===== src/rtl/duc_core.sv =====
// Digital up-converter: s = I*cos - Q*sin on a 3-register pipeline with a global
// enable, plus a linear amplitude ramp so that new I/Q targets do not splatter.
module duc_core #(
    parameter int RAMP_LOG2 = 4
) (
    input  logic        s_axis_aclk,
    input  logic        s_axis_aresetn,
    input  logic [31:0] s_axis_dds_tdata,
    input  logic        s_axis_dds_tvalid,
    output logic        s_axis_dds_tready,
    input  logic [31:0] s_axis_amp_tdata,
    input  logic        s_axis_amp_tvalid,
    output logic        s_axis_amp_tready,
    input  logic        resync,
    output logic [15:0] m_axis_tdata,
    output logic        m_axis_tvalid,
    input  logic        m_axis_tready,
    output logic        ramp_busy
);
    typedef enum logic {IDLE, RAMP} state_t;

    localparam bit IMMEDIATE = (RAMP_LOG2 == 0);
    localparam int CW = (RAMP_LOG2 > 0) ? RAMP_LOG2 : 1;
    localparam logic [CW-1:0] CNT_LAST = CW'((1 << RAMP_LOG2) - 1);

    state_t state_q, state_d;
    logic   alive_q;
    logic   en, dds_acc, amp_acc, ramp_last;

    logic signed [15:0] cur_i_q, cur_q_q, tgt_i_q, tgt_q_q, step_i_q, step_q_q;
    logic signed [15:0] amp_i, amp_q;
    logic signed [16:0] diff_i, diff_q, sh_i, sh_q;
    logic [CW-1:0]      cnt_q;

    logic               s1_v_q, s2_v_q, m_v_q;
    logic signed [15:0] s1_cos_q, s1_sin_q, s1_i_q, s1_q_q;
    logic signed [31:0] p_i_q, p_q_q;
    logic signed [32:0] d, rnd, shr;
    logic signed [15:0] sat;
    logic [15:0]        m_data_q;

    // Valid/ready: a beat moves on a rising clk edge where tvalid & tready are both
    // high; tready never depends on the same interface's tvalid, and resync or the
    // first cycle out of reset forces both input treadys low.
    assign en                = ~m_v_q | m_axis_tready;
    assign s_axis_dds_tready = alive_q & en & ~resync;
    assign s_axis_amp_tready = alive_q & (state_q == IDLE) & ~resync;
    assign dds_acc           = s_axis_dds_tvalid & s_axis_dds_tready;
    assign amp_acc           = s_axis_amp_tvalid & s_axis_amp_tready;
    assign ramp_last         = (cnt_q == CNT_LAST);

    assign amp_i  = s_axis_amp_tdata[15:0];
    assign amp_q  = s_axis_amp_tdata[31:16];
    assign diff_i = {amp_i[15], amp_i} - {cur_i_q[15], cur_i_q};
    assign diff_q = {amp_q[15], amp_q} - {cur_q_q[15], cur_q_q};
    assign sh_i   = diff_i >>> RAMP_LOG2;
    assign sh_q   = diff_q >>> RAMP_LOG2;

    assign m_axis_tdata  = m_data_q;
    assign m_axis_tvalid = m_v_q;
    assign ramp_busy     = (state_q == RAMP);

    always_ff @(posedge s_axis_aclk or negedge s_axis_aresetn) begin
        if (!s_axis_aresetn) begin
            state_q <= IDLE;
            alive_q <= 1'b0;
        end else begin
            state_q <= state_d;
            alive_q <= 1'b1;
        end
    end

    always_comb begin
        state_d = state_q;
        case (state_q)
            IDLE: if (amp_acc && !IMMEDIATE) state_d = RAMP;
            RAMP: if (dds_acc && ramp_last)  state_d = IDLE;
            default: state_d = IDLE;
        endcase
        if (resync) state_d = IDLE;
    end

    // The ramp advances after the accepted sample has captured the old amplitude;
    // the final step snaps to the target so truncation error never accumulates.
    always_ff @(posedge s_axis_aclk or negedge s_axis_aresetn) begin
        if (!s_axis_aresetn) begin
            cur_i_q  <= '0;
            cur_q_q  <= '0;
            tgt_i_q  <= '0;
            tgt_q_q  <= '0;
            step_i_q <= '0;
            step_q_q <= '0;
            cnt_q    <= '0;
        end else if (resync) begin
            cur_i_q  <= '0;
            cur_q_q  <= '0;
            tgt_i_q  <= '0;
            tgt_q_q  <= '0;
            step_i_q <= '0;
            step_q_q <= '0;
            cnt_q    <= '0;
        end else if (amp_acc) begin
            tgt_i_q <= amp_i;
            tgt_q_q <= amp_q;
            cnt_q   <= '0;
            if (IMMEDIATE) begin
                cur_i_q <= amp_i;
                cur_q_q <= amp_q;
            end else begin
                step_i_q <= sh_i[15:0];
                step_q_q <= sh_q[15:0];
            end
        end else if (state_q == RAMP && dds_acc) begin
            cnt_q <= cnt_q + CW'(1);
            if (ramp_last) begin
                cur_i_q <= tgt_i_q;
                cur_q_q <= tgt_q_q;
            end else begin
                cur_i_q <= cur_i_q + step_i_q;
                cur_q_q <= cur_q_q + step_q_q;
            end
        end
    end

    always_comb begin
        d   = 33'(p_i_q) - 33'(p_q_q);
        rnd = d + 33'sd16384;
        shr = rnd >>> 15;
        sat = shr[15:0];
        if (shr > 33'sd32767)       sat = 16'sh7fff;
        else if (shr < -33'sd32768) sat = 16'sh8000;
    end

    always_ff @(posedge s_axis_aclk or negedge s_axis_aresetn) begin
        if (!s_axis_aresetn) begin
            s1_v_q   <= 1'b0;
            s2_v_q   <= 1'b0;
            m_v_q    <= 1'b0;
            s1_cos_q <= '0;
            s1_sin_q <= '0;
            s1_i_q   <= '0;
            s1_q_q   <= '0;
            p_i_q    <= '0;
            p_q_q    <= '0;
            m_data_q <= '0;
        end else if (resync) begin
            s1_v_q <= 1'b0;
            s2_v_q <= 1'b0;
            m_v_q  <= 1'b0;
        end else if (en) begin
            s1_v_q <= dds_acc;
            if (dds_acc) begin
                s1_cos_q <= s_axis_dds_tdata[15:0];
                s1_sin_q <= s_axis_dds_tdata[31:16];
                s1_i_q   <= cur_i_q;
                s1_q_q   <= cur_q_q;
            end
            s2_v_q <= s1_v_q;
            if (s1_v_q) begin
                p_i_q <= 32'(s1_i_q) * 32'(s1_cos_q);
                p_q_q <= 32'(s1_q_q) * 32'(s1_sin_q);
            end
            m_v_q <= s2_v_q;
            if (s2_v_q) m_data_q <= sat;
        end
    end
endmodule


===== config.mk =====
export PLATFORM = sky130hd
export DESIGN_NAME = duc_core
export DESIGN_NICKNAME = d
export VERILOG_FILES = /design/src/rtl/duc_core.sv
export SDC_FILE = /design/constraint.sdc
export NUM_CORES = 2
export LEC_CHECK = 0
export ABC_AREA = 1
export BUFFER_PORTS_ARGS = -buffer_cell sky130_fd_sc_hd__clkbuf_2
export CORE_MARGIN = 3
export CORE_UTILIZATION = 34
export DETAILED_ROUTE_END_ITERATION = 10
export MAX_ROUTING_LAYER = met4
export PLACE_DENSITY = 0.46
export SLEW_MARGIN = 10
export SYNTH_ARGS = -nofsm -noshare
export SYNTH_HDL_FRONTEND = slang
export SYNTH_SLANG_ARGS = --single-unit
export TNS_END_PERCENT = 100

===== constraint.sdc =====
create_clock -name s_axis_aclk -period 7.38 [get_ports s_axis_aclk]
set_clock_uncertainty 0.1 [all_clocks]
set_input_delay 0 -clock s_axis_aclk [delete_from_list [all_inputs] [get_ports s_axis_aclk]]
set_output_delay 0 -clock s_axis_aclk [all_outputs]
set_load 0.005 [all_outputs]

==> impl_metrics.yaml <==
status:
  run_status: "finished clean"
power:
  p_comb_share_pct: 54.0
  leakage_nw: 21.8
  vdd_drop_max_v: 0.000160
  switchingPower_mw: 3.83
  p_int_mw: 4.26
  seqPwrFrac_pct: 24.0
  power_frac_clock_pct: 22.1
  swShare_pct: 47.3
  p_total_mw: 8.09
  powerDensity_nw_per_um2: 207
logic_synthesis:
  yosysMostFrequentCell: "nand2_1"
  synth_area_sq_um: 35500
  ys_ff_latch: 243
  ys_seq_area_share_pct: 17.1
  ys.warnings.count: 0
  netlist_instances: 4545
  synth-edff-count: 0
  synth_top_area_share_pct: 29.7
  synth_top_cell_by_area: "fa_1"
  yosys.area_share.simple_pct: 17.9
  synthArstFlopShare_pct: 100
  synth_compound_area_share_pct: 8.64
  netlist-cell-type-count: 56
  synth-xor-area-share_pct: 1.85
  synth_mux_area_share_pct: 1.02
  synthFlopType: "dfrtp_1"
  synth-adder-area-share_pct: 39.8
  yosys-top-cells-area: "fa_1, dfrtp_1, nand2_1, inv_1, ha_1"
  avgSynthCellArea_sq_um: 7.80
  synth_top_family_by_area: "adder cells"
  synth_fp_nets: 5427
  synthTopCellsByCount: "nand2_1, inv_1, fa_1"
sta:
  whs_ns: 0.00643
  setup_viol: 0
  final.setup.tns_ns: 0
  slew_violations: 0
  final_hold_viol_count: 0
  max_slew_margin_pct: 30.8
  finalCritPeriodShare_pct: 89.5
  fin_crit_ns: 6.60
  fmax_mhz: 151
  worst_pin_slew_ns: 1.03
  rsz0062_at_grt: "no"
drt:
  dr_total_vias: 27800
  detail_route.iter0.violations: 1637
  wirelength_um: 102000
  dr.pass1.iters: 6
  via_per_inst: 4.63
  postRouteAntennaNets: 0
  drc: 0
  wl_per_cell_um: 17.1
floorplanning:
  die_h_um: 329
  ios: 90
  core_area_sq_um: 103000
  start_util_pct: 34.6
  row_count: 117
  die_w_um: 329
  dieArea_sq_um: 108000
clocking:
  cts.reportedPaths.clkPinSlew_ns: 0.06
  ctsRootBufferMaster: "clkbuf_16"
  cts.sinks: 243
  cts_made_buffers: 35
  clock_latency_ns: 0.56
  cts_tree: "yes"
  cts_buffer_depth: 3
  cts_resized: 0
  htreeDepth: 2
setup_path:
  cp.arrival_ns: 6.94
  regToRegSetupSlack_ns: 0.78
  critPathRequiredTime_ns: 7.71
  startpoint_type: "flop"
  worstPathMaxFanout: 17
  cp-end-kind: "flop"
  criticalPathCategory: "reg2reg"
place:
  place_congestion: 0.893
  port_buffers: 89
  hpwl_um: 83800
  detailed_place.area_sq_um: 37200
global_routing:
  grt_overflow_total: 0
  grt_pass1_vias: 29000
  grt_pass1_wl_um: 165000
  grt_use_total_pct: 19.9
  grt_max_degree: 163
  antenna_found_initial: 0
worst_hold_path:
  hp-class: "in2async"
layout:
  nNetsFinal: 5480
  postLayoutCellArea_sq_um: 39100
  drive_gt1_share_pct: 6.51
  layout-area-overhead-vs-synth_pct: 10.4
  post-route-util_pct: 38.1
  diodes: 0
run:
  max_cap_viol_count: 0
==> cells in the final DEF, fill, tap and decap left out, drive strengths merged, types with 33 or more instances in the layout <==
cell / n
ha: 286
or2: 49
nand2: 1123
clkbuf: 138
fa: 526
a21oi: 205
dfrtp: 243
dlygate4sd3: 70
o21ai: 237
nand3: 134
inv: 1105
nor2: 186
xnor2: 40
xor2: 35
buf: 33
==> power groups by stage <==
stage	clock network [mW]	logic, mW	registers (mW)
final	1.78	4.36	1.94
after global placement	0	4.36	1.96
after floorplan	0	3.29	1.70
after global routing	1.90	5.04	1.97
after CTS	1.85	4.41	1.94
after detailed placement	0	4.35	1.97
==> area by class of cell <==
| cell class | instances | area (sq um) |
|---|---|---|
| timing repair buffer | 191 | 1430 |
| clock inverter | 12 | 160 |
| fill | 10800 | 63500 |
| multi-input combinational | 3023 | 24500 |
| inverter | 1104 | 4140 |
| sequential | 243 | 6080 |
| tap | 1368 | 1710 |
| clock buffer | 50 | 1050 |
==> critical path, cell delays in order, from the launching register on <==
cell and delay [ns]:
dfrtp_1 0.78, nand2_1 0.20, inv_1 0.16, fa_1 0.54, fa_1 0.92, fa_1 0.54, fa_1 0.48, fa_1 0.52
inv_1 0.05, fa_1 0.47, inv_1 0.04, ha_1 0.38, nand2_1 0.16, nor2_1 0.17, nand2_1 0.09, nor3_1 0.23
o21ai_0 0.25, nand3_1 0.17, nand2_1 0.06, nand3_1 0.09, nand2_1 0.06
==> metal layers <==
layer | vias to the layer above | global-route usage, % | part of all wire [%]
met5 | - | - | 0
met4 | 0 | 2.99 | 1.2
met3 | 71 | 1.94 | 3.7
met2 | 480 | 30.3 | 44
met1 | 13500 | 29.2 | 52
li1 | 13700 | - | -
==> path summary, 6_finish.rpt <==
| check | start | endpoint | depth (start not counted) |
|---|---|---|---|
| min in group s_axis_aclk | s_axis_dds_tdata[8] | s1_cos_q[8]$_DFFE_PN0P_ | 3 |
| setup / recovery | s1_cos_q[1]$_DFFE_PN0P_ | p_i_q[28]$_DFFE_PN0P_ | 20 |
| hold / removal | s_axis_aresetn | m_axis_tdata[2]$_DFFE_PN0P_ | 3 |
| hold reg to reg | p_q_q[10]$_DFFE_PN0P_ | p_q_q[10]$_DFFE_PN0P_ | 2 |
| max in group asynchronous | s_axis_aresetn | step_i_q[10]$_DFFE_PN0P_ | 3 |
| setup reg to reg | s1_cos_q[1]$_DFFE_PN0P_ | p_i_q[28]$_DFFE_PN0P_ | 20 |
==> logic make-up (layout without fill, tap and decap cells) <==
group                      after synthesis  count (layout)
and+or+nand+nor                       1555            1555
buffers and inverters                 1279            1357
adders and majority gates              812             812
AOI/OAI and AO/OA                      548             548
DFF                                    243             243
xor gates and xnor gates                75              75
muxes                                   32              32
other                                    1               1
==> repair_timing <==
item | CTS | global route
hold buffers | 71 | 0
endpoints found under the hold margin | 184 | 0
buffers inserted | 0 | 0
==> state kept, by name, indices dropped and copies added, names as in the netlist <==
register       flops
cnt_q              4
m_axis_tvalid      1
step_i_q          13
s2_v_q             1
p_q_q             32
alive_q            1
s1_q_q            16
cur_i_q           16
s1_sin_q          16
s1_i_q            16
s1_v_q             1
m_axis_tdata      16
cur_q_q           16
ramp_busy          1
p_i_q             32
step_q_q          13
tgt_i_q           16
tgt_q_q           16
s1_cos_q          16
==> per-stage QoR <==
stage,std cells,setup slack (ns)
after floorplan,4545,1.44
after global routing,5991,0.276
after CTS,5991,0.698
final,5991,0.777
after global placement,5858,0.740
after detailed placement,5858,0.725
No activity file was read; power rests on OpenSTA's default activity.
